File: config.mk
export PLATFORM = sky130hd
export DESIGN_NAME = trace_retire_reader
export DESIGN_NICKNAME = d
export VERILOG_FILES = /design/src/rtl/trace_retire_reader.sv
export SDC_FILE = /design/constraint.sdc
export NUM_CORES = 1
export LEC_CHECK = 0
export ABC_CLOCK_PERIOD_IN_PS = 17100
export BUFFER_PORTS_ARGS = -buffer_cell sky130_fd_sc_hd__buf_2
export CORE_ASPECT_RATIO = 1.5
export CORE_MARGIN = 2
export CORE_UTILIZATION = 60
export DETAILED_ROUTE_END_ITERATION = 7
export PLACE_DENSITY = 0.85
export SYNTH_ARGS = -nofsm -noshare
export SYNTH_HDL_FRONTEND = slang
export SYNTH_SLANG_ARGS = --single-unit
File: constraint.sdc
create_clock -name clk -period 17.1 [get_ports clk]
set_input_delay 0.855 -clock clk [delete_from_list [all_inputs] [get_ports clk]]
set_output_delay 0.855 -clock clk [all_outputs]
set_load 0.05 [all_outputs]
File: src/rtl/trace_retire_reader.sv
// trace_retire_reader: captures retired, non-bubble W-stage instruction words
// into a sequence-tagged FIFO for a debug reader, and runs a halt/drain/done
// sequence once the halt instruction retires.
module trace_retire_reader #(
    parameter int          DEPTH      = 8,
    parameter logic [31:0] HALT_INSTR = 32'h00100073
) (
    input  logic                       clk,
    input  logic                       rst,
    input  logic [31:0]                instr_W_TR,
    input  logic                       valid_W,
    output logic                       tr_valid,
    input  logic                       tr_ready,
    output logic [31:0]                tr_instr,
    output logic [31:0]                tr_seq,
    output logic [31:0]                retire_cnt,
    output logic [15:0]                drop_cnt,
    output logic                       overflow,
    output logic [$clog2(DEPTH):0]     level,
    output logic                       halted,
    output logic                       done
);
    localparam int AW = $clog2(DEPTH);

    typedef enum logic [1:0] {RUN, DRAIN, FIN} state_t;

    typedef struct packed {
        logic [31:0] instr;
        logic [31:0] seq;
    } entry_t;

    state_t        state;
    entry_t        mem [DEPTH];
    logic [AW-1:0] wr_ptr;
    logic [AW-1:0] rd_ptr;
    logic [AW:0]   level_nxt;
    logic          full;
    logic          pop;
    logic          ev;
    logic          push;
    logic          drop;

    // Head data comes straight from storage; tr_valid is purely registered level.
    assign tr_valid = (level != '0);
    assign tr_instr = mem[rd_ptr].instr;
    assign tr_seq   = mem[rd_ptr].seq;
    assign halted   = (state != RUN);
    assign done     = (state == FIN);

    assign full = (level == DEPTH[AW:0]);
    assign pop  = tr_valid && tr_ready;
    assign ev   = valid_W && (instr_W_TR != 32'h0) && (state == RUN);
    // A pop in the same cycle frees a slot, so a full FIFO can still accept.
    assign push = ev && (!full || pop);
    assign drop = ev && full && !pop;

    // Occupancy after this cycle's push/pop; also drives the DRAIN->FIN decision.
    always_comb begin
        level_nxt = level;
        if (push && !pop)
            level_nxt = level + 1'b1;
        else if (!push && pop)
            level_nxt = level - 1'b1;
    end

    // Entry storage; contents are don't-care after reset so no reset here.
    always_ff @(posedge clk) begin
        if (push)
            mem[wr_ptr] <= '{instr: instr_W_TR, seq: retire_cnt};
    end

    // Pointers, counters, flags and the halt state machine.
    always_ff @(posedge clk) begin
        if (!rst) begin
            wr_ptr     <= '0;
            rd_ptr     <= '0;
            level      <= '0;
            retire_cnt <= '0;
            drop_cnt   <= '0;
            overflow   <= 1'b0;
            state      <= RUN;
        end else begin
            level <= level_nxt;
            if (push)
                wr_ptr <= wr_ptr + 1'b1;
            if (pop)
                rd_ptr <= rd_ptr + 1'b1;
            if (ev)
                retire_cnt <= retire_cnt + 32'd1;
            if (drop) begin
                overflow <= 1'b1;
                if (drop_cnt != 16'hFFFF)
                    drop_cnt <= drop_cnt + 16'd1;
            end
            case (state)
                RUN:     if (ev && instr_W_TR == HALT_INSTR) state <= DRAIN;
                DRAIN:   if (level_nxt == '0) state <= FIN;
                default: state <= FIN;
            endcase
        end
    end
endmodule

# [Yosys cells after proc, flatten, opt, wreduce, memory -nomap -nowiden]
# Memories as Yosys holds them, arrays and structs flattened. A register that Yosys moved wholly into a read port is not among the register bits.
# Cells that the tools add are included.
[totals] register_bits=61 mem_bits_rw=512 output_inout_bits=120 word_cells=50 mem_count=1
[mem_list] name="mem" depth=8 width=64 read_ports=1 rd_clocked_by_memory_dff=1 wr=1 line_no="33" rtl="entry_t mem [DEPTH];"
[classes] addsub=6 eq_ne=7 mux=9 n_reduce_logical=20
[ops] operator="adder 32 x 1 -> 32 bit, second input constant" n=1
[ops] operator="== test 32 x 21 -> 1 bit, second input constant" n=1
[ops] operator="nonzero test 32 bit" n=1
[ops] operator="adder 16 x 1 -> 16 bit, second input constant" n=1
[ops] operator="inequality test 16 bit, second input constant" n=1
[ops] operator="logical AND 1 bit" n=9
[ops] operator="two-way mux 4 bit" n=2
[ops] operator="adder 3 x 1 -> 3 bit, second input constant" n=2
[ops] operator="two-way mux 3 bit" n=2
[ops] operator="adder 4 x 1 -> 4 bit, second input constant" n=1
[ops] operator="== test 4 bit, second input constant" n=1
[ops] operator="logical NOT 4 bit" n=1
[ops] operator="two-way mux 2 bit" n=2
[ops] operator="one-hot mux 2 bit (2 select lines)" n=1
[ops] operator="AND reduction 2 bit" n=2
[ops] operator="nonzero test 4 bit" n=1
[ops] operator="subtractor 4 x 1 -> 4 bit, second input constant" n=1
[ops] operator="logical NOT 1 bit" n=3
[ops] operator="== test 2 x 1 -> 1 bit, second input constant" n=1
[ops] operator="== test 2 bit, second input constant" n=1
[ops] operator="logical NOT 2 bit" n=1
[ops] operator="two-way mux 1 bit" n=2
[ops] operator="inequality test 2 x 1 -> 1 bit, second input constant" n=1
[ops] operator="inequality test 2 bit, second input constant" n=1
[ops] operator="other kinds (2)" n=2

# [Logic depth before layout (Yosys ltp)]
# Gate-level depths: netlist (run 1).
[logic_depth] word_depth=11 mapped_depth=10

# [Worst setup path after synthesis (run 1)]
# Ideal clock, no wire load.
[synth_path] path_type="input-to-reg" start="input port valid_W" end="memory mem[1][0] (netlist bit), enable pin" setup_ns=0.666 arrival_ns=8.258 t_required_ns=16.434 path_slack_ns=8.176 stages=6 path_cell_list="inv_1 or2_1 buf_2 nor2_2 nand2_1 nor4b_1"
[synth_via] elab_chain_cells=5
[synth_rtl] element="start: declaration" line_no="11" rtl="input logic valid_W,"
[synth_rtl] element="logical AND 1 bit (2 in a row)" line_no="52" rtl="assign ev = valid_W && (instr_W_TR != 32'h0) && (state == RUN);"
[synth_rtl] element="logical AND 1 bit" line_no="54" rtl="assign push = ev && (!full || pop);"
[synth_rtl] element="two-way mux 1 bit" line_no="68" rtl="if (push)"
[synth_rtl] element="two-way mux 1 bit (not written as such)" line_no="69" rtl="mem[wr_ptr] <= '{instr: instr_W_TR, seq: retire_cnt};"
[synth_rtl] element="end: declaration" line_no="33"
# Every way passes these cells.

==> results of run 1 <==
cell families (layout without fill, tap and decap cells):
| family | Yosys count | in the layout | synth area share, % |
|---|---|---|---|
| simple gates | 214 | 214 | 5.60 |
| other cells | 0 | 3 | 0 |
| buf+inv | 65 | 274 | 1.21 |
| fa+ha+maj | 6 | 6 | 0.334 |
| xor+xnor | 45 | 45 | 1.75 |
| flops | 576 | 576 | 74.0 |
| mux | 193 | 193 | 16.1 |
| compound gates | 31 | 31 | 1.01 |
power breakdown:
group / total (mW) / internal (mW) / switching, mW
clock network: 1.13 / 0.644 / 0.482
logic: 0.825 / 0.315 / 0.510
registers: 1.62 / 1.58 / 0.0352
total: 3.57 / 2.54 / 1.03
critical path, cell delays in order, from the launching register on:
cell and delay, ns:
dfxtp_4 1.01, buf_4 0.88, mux4_2 0.43, mux2_2 0.31, buf_2 0.22
cells in the mapped netlist (2+ instances only):
master,instances
inv_1,11
nor4b_1,3
and2_1,49
or3_1,6
nand2_1,27
and4_1,4
o21a_1,2
buf_1,6
nor4_2,3
dfxtp_1,64
nor2_1,20
clkbuf_1,31
nand4_1,15
a21boi_0,8
nor3b_1,2
xnor2_1,29
nor3_1,16
a211o_1,2
nor4_1,9
and3_1,13
buf_2,16
nand3_1,28
o21ai_0,6
mux4_2,128
nor2b_1,4
edfxtp_1,512
mux2_2,64
o211ai_1,2
xor2_1,16
ha_1,6
a211oi_1,2
nor3_2,2
path summary, 6_finish.rpt:
path,start,to,slack [ns]
worst max-delay path,register,tr_instr[4],12.79
worst min-delay path,rd_ptr[1]$_SDFFE_PN0N_,register,0.49
worst max register to register,level[0]$_SDFF_PN0_,mem[3][50]$_DFFE_PP_,13.48
worst min register to register,rd_ptr[1]$_SDFFE_PN0N_,register,0.49
stage by stage:
step | util, % | hold slack, ns | instances
6_report | 69.1 | 0.494 | 1826
5_1_grt | 69.1 | 0.518 | 1825
4_1_cts | 69.1 | 0.494 | 1823
3_5_place_dp | 64.6 | 0.485 | 1731
3_3_place_gp | 64.6 | 0.444 | 1731
2_1_floorplan | - | 0.467 | 1130
state kept, by name, indices dropped and copies added, names as in the netlist, named ones only:
| name | flops |
|---|---|
| overflow | 1 |
| level | 4 |
| mem | 512 |
| state | 2 |
| retire_cnt | 32 |
| drop_cnt | 16 |
| rd_ptr | 3 |
| wr_ptr | 3 |
metal layers:
metal  GRT usage, %  wire, µm
met1           29.6     17100
met2           42.1     24300
met3           4.21      2710
met4           7.16      1000
met5              0        11
layout make-up:
| type | count | area [µm²] |
|---|---|---|
| tap | 484 | 606 |
| inverter | 11 | 41.3 |
| antenna | 3 | 7.51 |
| clock buffer | 67 | 1420 |
| sequential | 576 | 16700 |
| clock inverter | 25 | 246 |
| fill | 2196 | 11400 |
| timing repair buffer | 171 | 908 |
| multi-input combinational | 489 | 5620 |
==> out/results.tsv, run 1 <==
metric	value	unit
RSZ-0062 raised after global routing	false	
synth warn	0	
DR vias	11200	
Hold Fails Final Rpt	0	
critical path capture point type	output port	
fin crit period	4.31	ns
Max Root-Sink Buffers	3	
Worst-path clk slew	0.06	ns
CTS sink count	576	
first-pass GRT wire length	68.5	mm
Max Cap Viol	0	
netlist area before placement	22500	µm²
fin crit share	25.2	%
Clk Latency, worst-skew pair	0.57	ns
Post-synth EDFFs	512	
most area-hungry cell type in the Yosys netlist	edfxtp_1	
HPWL Detailed	25.1	mm
main flop type after synthesis	edfxtp_1	
Final TNS setup	0	ns
Die X	162	µm
area post-placement	23800	µm²
Final setup viols	0	
top-area cell type share of the netlist area	68.3	%
Final nets	1340	
Vias/cell	6.14	
LEAKAGE	8.25	nW
Max-Slew Margin vs Limit	23.2	%
post-synthesis sequential area ratio	74.0	%
pre-CTS WS	12.92	ns
most frequent cells in the layout	edfxtp_1, buf_2, mux4_2	
fin area	25500	µm²
total CTS buffers	49	
Rows	86	
Initial Utilization	61.0	%
status	finished clean	
total grt overflow	0	
worst path required time	16.25	ns
Power Total	3.57	mW
root buf cell	clkbuf_16	
Die Area	39100	µm²
Synth area leaders	edfxtp_1, mux4_2, dfxtp_1	
drt pass-1 iters	5	
reg2reg path depth	8	
Crit Path Max Fanout	66	
Layout area overhead	13.4	%
asr flop ratio synth	0	%
share of cells above drive strength 1	34.9	%
Resized cells post-CTS	0	
synthesized flop and latch total	576	
DRT iter0 DRCs	900	
GPL Wtd Cong	0.809	
post-synth cell types	56	
Post-CTS Hold Fix Bufs	0	
WL/cell	24.7	µm
most common cell after layout, fill and taps aside	edfxtp_1	
die extent in y	241	µm
Worst setup SP type	register	
max frequency	0.232	GHz
Syn Area/Cell	19.9	µm²
IO Port Bufs	155	
initial antenna violation count	3	
All-Layer GR Usage	23.6	%
core area	36900	µm²
skew final	0.0140	ns
number of global-route vias before repair	11600	
post-synthesis net count	1172	
I/O Pins	156	
peak supply drop	0.138	mV
TritonCTS clock tree	yes	
worst hold stages	2	
post-CTS setup buffer count	0	
largest net degree at the start of global routing	129	
Crit path arrival time	3.45	ns
H-tree depth	2	
Slew @ Worst Pin	1.15	ns
CP Class	register to output port	
PD cells	140	nW/µm²
final slew viol count	0	
residual DRC count	0	
Antenna Violating Nets Remaining	0	
final worst setup slack	12.79	ns
drt total wl	45.1	mm
Hold Crit Class	register to register	
Syn Inst Count	1130	
(Power assumes the default switching activity.)
==> inputs of run 2 (changes only) <==
--- a/config.mk
+++ b/config.mk
@@ -5,7 +5,7 @@
 export SDC_FILE = /design/constraint.sdc
 export NUM_CORES = 1
 export LEC_CHECK = 0
-export ABC_CLOCK_PERIOD_IN_PS = 17100
+export ABC_CLOCK_PERIOD_IN_PS = 4400
 export BUFFER_PORTS_ARGS = -buffer_cell sky130_fd_sc_hd__buf_2
 export CORE_ASPECT_RATIO = 1.5
 export CORE_MARGIN = 2
==> constraint.sdc (replaced) <==
create_clock -name clk -period 4.4 [get_ports clk]
set_input_delay 0.22 -clock clk [delete_from_list [all_inputs] [get_ports clk]]
set_output_delay 0.22 -clock clk [all_outputs]
set_load 0.05 [all_outputs]
==> run 2 against run 1 <==
- flip-flop and latch count unchanged
- critical path type is now register to register
- power grew to 3.9 times the previous value
- critical endpoint is now mem[1][52]$_DFFE_PP_
- critical path depth increased by 2
- clock-buffer cell count is 3 lower
- clock power rose to 3.7 times the previous value
==> out/results.tsv, run 2 (same netlist as run 1, synthesis figures left out) <==
metric	value	unit	change
status	finished clean		
worst path required time	4.57	ns	-11.68 ns
number of global-route vias before repair	12000		+3.6%
drt total wl	46.4	mm	+2.8%
initial antenna violation count	2		-1
worst hold stages	1		-1
Rows	86		unchanged
Final nets	1372		+2.4%
die extent in y	241	µm	unchanged
Slew @ Worst Pin	1.15	ns	+0.000935 ns
DRT iter0 DRCs	978		+8.7%
I/O Pins	156		unchanged
H-tree depth	2		unchanged
Worst-path clk slew	0.06	ns	about the same
post-CTS setup buffer count	0		unchanged
GPL Wtd Cong	0.825		+2.0%
Resized cells post-CTS	0		unchanged
share of cells above drive strength 1	33.7	%	-1.1 points
Regs by FF count	mem x512, retire_cnt x32, drop_cnt x16		
total grt overflow	0		unchanged
hold path start	instr_W_TR[0]		
Power Total	13.8	mW	+290%
DR vias	11400		+1.3%
Max Root-Sink Buffers	3		unchanged
non-filler instance count after layout	1853		+1.5%
TritonCTS clock tree	yes		
Die Area	39100	µm²	unchanged
Crit Path Max Fanout	64		-3.0%
Final setup viols	0		unchanged
CTS sink count	576		unchanged
fin crit share	73.4	%	
drt pass-1 iters	7		+2
skew final	0.0159	ns	+0.00187 ns
max frequency	0.310	GHz	
Reg2Reg Capture Point	mem[1][52]$_DFFE_PP_		
Reg with most FFs	mem		
PD cells	533	nW/µm²	+280%
HPWL Detailed	25.2	mm	+0.32%
reg2reg path depth	6		-2
Inserted Diodes	0		-3
total CTS buffers	48		-2.0%
peak supply drop	0.320	mV	+130%
Crit path arrival time	3.40	ns	-0.05 ns
Layout area overhead	14.6	%	
Max Cap Viol	0		unchanged
CP Class	register to register		
Max-Slew Margin vs Limit	23.2	%	-0.062 points
Hold Fails Final Rpt	0		unchanged
Hold Crit Class	input port to register		
All-Layer GR Usage	24.2	%	+0.66 points
WL/cell	25.0	µm	+1.3%
core area	36900	µm²	unchanged
residual DRC count	0		unchanged
LEAKAGE	8.35	nW	+1.2%
Worst R2R Start	state[1]$_SDFFE_PN0P_		
final core utilization	69.9	%	+0.75 points
Worst setup SP type	register		
largest net degree at the start of global routing	65		-50%
IO Port Bufs	155		unchanged
critical path capture point type	register		
worst hold path endpoint	mem[2][32]$_DFFE_PP_		
first-pass GRT wire length	70.8	mm	+3.4%
max reg flops	512		unchanged
final slew viol count	0		unchanged
Vias/cell	6.13		-0.22%
DP Cell Count	1733		+0.12%
Initial Utilization	61.0	%	unchanged
Antenna Violating Nets Remaining	0		unchanged
most common cell after layout, fill and taps aside	edfxtp_1		
Clk Latency, worst-skew pair	0.57	ns	about the same
root buf cell	clkbuf_16		
flop-to-flop setup slack	1.17	ns	-12.31 ns
RSZ-0062 raised after global routing	false		
fin crit period	3.23	ns	
Die X	162	µm	unchanged
most frequent cells in the layout	edfxtp_1, buf_2, mux4_2		
run 2: cell count changes in the layout (fill, tap and decap cells not counted), sizes merged:
cell	change
buf	+2
clkbuf	-3
clkinv	+2
clkinvlp	-2
diode	-3
dlygate4sd3	+31
run 2: worst max path at each step:
stage	endpoint	startpoint	slack (ns)	cells past startpoint
finish	mem[1][52]$_DFFE_PP_	state[1]$_SDFFE_PN0P_	1.17	6
global placement	mem[2][40]$_DFFE_PP_	instr_W_TR[3]	1.13	8
floorplan	mem[4][0]$_DFFE_PP_	state[1]$_SDFFE_PN0P_	-1.24	6
global route	retire_cnt[31]$_SDFFE_PN0P_	retire_cnt[2]$_SDFFE_PN0P_	0.91	7
CTS	tr_instr[19]	register	1.07	4
detailed placement	mem[2][35]$_DFFE_PP_	instr_W_TR[3]	1.07	8
run 2: final cells by class:
class,count,area (µm²)
repair buffers,204,1270
multi-input cells,489,5670
inverters,11,41.3
well taps,484,606
clock inverters,25,240
fillers,2148,11100
flip-flops and latches,576,16700
clock buffers,64,1290
run 2: metrics by stage:
step,hold slack (ns),setup TNS (ns),instance area (µm²),worst slack [ns]
3_3_place_gp,0.444,0,23900,1.13
4_1_cts,0.00209,0,25800,1.07
6_report,0.0244,0,25800,1.17
3_5_place_dp,0.448,0,23900,1.07
2_1_floorplan,0.319,-245.77,22600,-1.24
5_1_grt,0.00303,0,25800,0.912
run 2: report_power, final:
part	total [mW]	switching (mW)	internal (mW)
sequential	6.35	0.209	6.15
clock	4.16	1.85	2.31
combinational	3.24	1.96	1.27
run 2: what timing repair did:
action | CTS | global route
setup endpoints to repair | 0 | 0
hold buffers | 31 | 0
endpoints found under the hold margin | 248 | 0
run 2: critical path: stages, from the launching register on:
cell and delay [ns]:
dfxtp_1 0.33, or2_2 0.33, or2_1 0.32, nor2_2 0.34
nand2_1 0.32, nor4b_4 0.28, buf_4 0.88
run 2: per-layer routing:
layer  vias up  GRT usage [%]  share of wire [%]  routed length, µm
met5         -              0              0.050                 23
met4         4           8.96                3.3               1520
met3       104           4.47                6.0               2810
met2       405           43.2                 54              25000
met1      5877           29.6                 37              17100
li1       4965              -                  -                  -
==> inputs of run 3 (changes only) <==
--- a/config.mk
+++ b/config.mk
@@ -5,7 +5,8 @@
 export SDC_FILE = /design/constraint.sdc
 export NUM_CORES = 1
 export LEC_CHECK = 0
-export ABC_CLOCK_PERIOD_IN_PS = 4400
+export ABC_AREA = 1
+export ABC_CLOCK_PERIOD_IN_PS = 3050
 export BUFFER_PORTS_ARGS = -buffer_cell sky130_fd_sc_hd__buf_2
 export CORE_ASPECT_RATIO = 1.5
 export CORE_MARGIN = 2
==> constraint.sdc (replaced) <==
create_clock -name clk -period 3.05 [get_ports clk]
set_input_delay 0.1525 -clock clk [delete_from_list [all_inputs] [get_ports clk]]
set_output_delay 0.1525 -clock clk [all_outputs]
set_load 0.05 [all_outputs]
==> run 3 against run 2 <==
- power is 41% higher
- critical path depth did not move
- worst setup slack got worse by 1.0 ns
- sequential power grew 40%
- largest cell class unchanged
- cell count is 47% higher
- first-iteration DRC count is 120% higher
==> out/results.tsv, run 3 <==
metric	value	unit	change
status	finished clean		
I/O Pins	156		unchanged
CTS sink count	576		unchanged
Max Root-Sink Buffers	3		unchanged
IO Port Bufs	155		unchanged
residual DRC count	0		unchanged
Rows	88		+2.3%
root buf cell	clkbuf_16		
Inserted Diodes	0		unchanged
core area	38300	µm²	+3.8%
commonest cells in the synthesized netlist	nor2_1, edfxtp_1, o21ai_0		
post-synthesis net count	2048		+75%
most area-hungry cell type in the Yosys netlist	edfxtp_1		
Crit Path Max Fanout	49		-23%
LEAKAGE	9.40	nW	+13%
Antenna Violating Nets Remaining	0		unchanged
initial antenna violation count	0		-2
Layout area overhead	15.3	%	
CP Class	register to output port		
Hold Fails Final Rpt	0		unchanged
Clock power frac	31.3	%	+1.0 points
final core utilization	70.0	%	+0.15 points
WL/cell	21.4	µm	-14%
first-pass GRT wire length	89.4	mm	+26%
fin area	26800	µm²	+4.0%
Die Area	40400	µm²	+3.3%
Syn Area/Cell	11.6	µm²	-42%
Psw	6.08	mW	+51%
Worst-path clk slew	0.07	ns	about the same
final worst setup slack	0.146	ns	-1.03 ns
Syn Inst Count	2006		+78%
All-Layer GR Usage	28.9	%	+4.7 points
number of global-route vias before repair	16700		+39%
Adder-Cell Fraction of Synth Area	0.323	%	-0.011 points
PD cells	720	nW/µm²	+35%
Worst path slowest cell	dfxtp_4		
Worst setup SP type	register		
Vias/cell	6.13		about the same
share of cells above drive strength 1	14.5	%	-19 points
netlist area before placement	23300	µm²	+3.4%
max reg flops	512		unchanged
most common cell after layout, fill and taps aside	edfxtp_1		
Post-synth EDFFs	512		unchanged
Compound-Gate Fraction of Synth Area	10.8	%	+9.8 points
H-tree depth	2		unchanged
Max-Slew Margin vs Limit	27.4	%	+4.2 points
GPL Wtd Cong	0.915		+11%
fin crit share	95.2	%	
max frequency	0.344	GHz	
DR vias	16700		+47%
Clk Latency, worst-skew pair	0.57	ns	about the same
synth warn	0		unchanged
total grt overflow	0		unchanged
DRT iter0 DRCs	2145		+120%
Max Cap Viol	0		unchanged
Die X	165	µm	+1.6%
top-count cell post-synth	nor2_1		
drt pass-1 iters	6		-1
Final nets	2237		+63%
Reg power frac	46.1	%	about the same
top-area cell type share of the netlist area	66.1	%	-2.2 points
critical path capture point type	output port		
Post-Synth Simple-Gate Area	13.1	%	+7.5 points
HPWL Detailed	34.1	mm	+35%
TritonCTS clock tree	yes		
Combinational Power Share	22.6	%	-0.9 points
most frequent cells in the layout	edfxtp_1, nor2_1, o21ai_0		
main flop type after synthesis	edfxtp_1		
peak supply drop	0.552	mV	+72%
final slew viol count	0		unchanged
Bufs and invs on worst path	2		+1
Initial Utilization	60.7	%	-0.25 points
largest family of logic cells by synthesized area	simple AND/OR/NAND/NOR gates		
flop-to-flop setup slack	0.17	ns	-1.00 ns
pre-CTS WS	-0.0564	ns	-1.13 ns
Hold Slack	0.0201	ns	-0.00429 ns
post-synthesis sequential area ratio	71.6	%	-2.4 points
Switching Share	31.5	%	+2.3 points
worst path required time	2.90	ns	-1.67 ns
post-synth cell types	37		-34%
slowest stage delay, CP	0.61	ns	-0.27 ns
skew final	0.0112	ns	-0.00469 ns
synthesized flop and latch total	576		unchanged
drt total wl	58.4	mm	+26%
fin crit period	2.90	ns	
Final TNS setup	0	ns	unchanged
RSZ-0062 raised after global routing	false		
Slew @ Worst Pin	1.09	ns	-0.0645 ns
Synth Area in XOR/XNOR	1.09	%	-0.66 points
asr flop ratio synth	0	%	unchanged
Synth area leaders	edfxtp_1, nor2_1, o21ai_0		
Internal Power	13.2	mW	+36%
CP top delay family	buffers and inverters		
die extent in y	245	µm	+1.7%
area post-placement	24900	µm²	+4.1%
Reg with most FFs	mem		
Hold Crit Class	input port to register		
Crit path arrival time	2.75	ns	-0.65 ns
Regs by FF count	mem x512, retire_cnt x32, drop_cnt x16		
CP Cell Sequence	buf_6 > o21ai_0 > o22ai_1 > nor2_1 > a31oi_1 > buf_2		
total CTS buffers	48		unchanged
post-synthesis mux area share	0	%	-16 points
Final setup viols	0		unchanged
largest net degree at the start of global routing	100		+54%
[run 3: logic make-up after synthesis]
kind of cell,count (synthesis)
AO/OA/AOI/OAI,466
AND/OR/NAND/NOR,752
buffers and inverters,177
adder cells (fa/ha/maj),6
XOR/XNOR,29
flip-flops,576
[run 3: stage by stage]
| stage | cells | total power [mW] |
|---|---|---|
| finish | 2727 | 19.3 |
| global route | 2727 | 19.9 |
| CTS | 2723 | 19.3 |
| detailed placement | 2603 | 13.3 |
| global placement | 2603 | 13.2 |
| floorplan | 2006 | 12.1 |
[run 3: per-layer routing]
metal  track usage [%]  routed length (µm)  vias up
met4              12.9                2700        0
met1              35.7               20300     8032
met5                 0                   0        -
li1                  -                   -     7518
met3              3.38                5060      184
met2              50.9               30400      993
[run 3: repair_timing]
| action | CTS | global route |
|---|---|---|
| pin swaps | 1 | 3 |
| gates cloned | 1 | 2 |
| endpoints found under the setup margin | 68 | 92 |
| hold buffers | 32 | 0 |
| hold endpoints to repair | 249 | 0 |
| buffers inserted | 0 | 2 |
| resized for setup | 2 | 3 |
[run 3: path summary, 6_finish.rpt]
check	start	end	cells past startpoint
setup reg to reg	level[0]$_SDFF_PN0_	mem[4][46]$_DFFE_PP_	10
hold / removal	instr_W_TR[21]	mem[1][53]$_DFFE_PP_	2
setup / recovery	register	tr_instr[7]	6
hold reg to reg	rd_ptr[2]$_SDFFE_PN0N_	register	2
[run 3: cell type report]
| class | count | area, µm² |
|---|---|---|
| Clock buffer | 65 | 1320 |
| Fill cell | 2455 | 11500 |
| Inverter | 68 | 270 |
| Timing Repair Buffer | 245 | 1740 |
| Sequential cell | 576 | 16700 |
| Multi-Input combinational cell | 1256 | 6000 |
| Clock inverter | 22 | 210 |
| Tap cell | 495 | 619 |
[run 3: power by group through the flow]
stage / logic (mW) / registers (mW) / clock network (mW)
6_report: 4.36 / 8.91 / 6.05
2_1_floorplan: 3.05 / 9.04 / 0
4_1_cts: 4.31 / 8.90 / 6.07
3_5_place_dp: 4.23 / 9.07 / 0
5_1_grt: 4.64 / 8.92 / 6.36
3_3_place_gp: 4.10 / 9.06 / 0
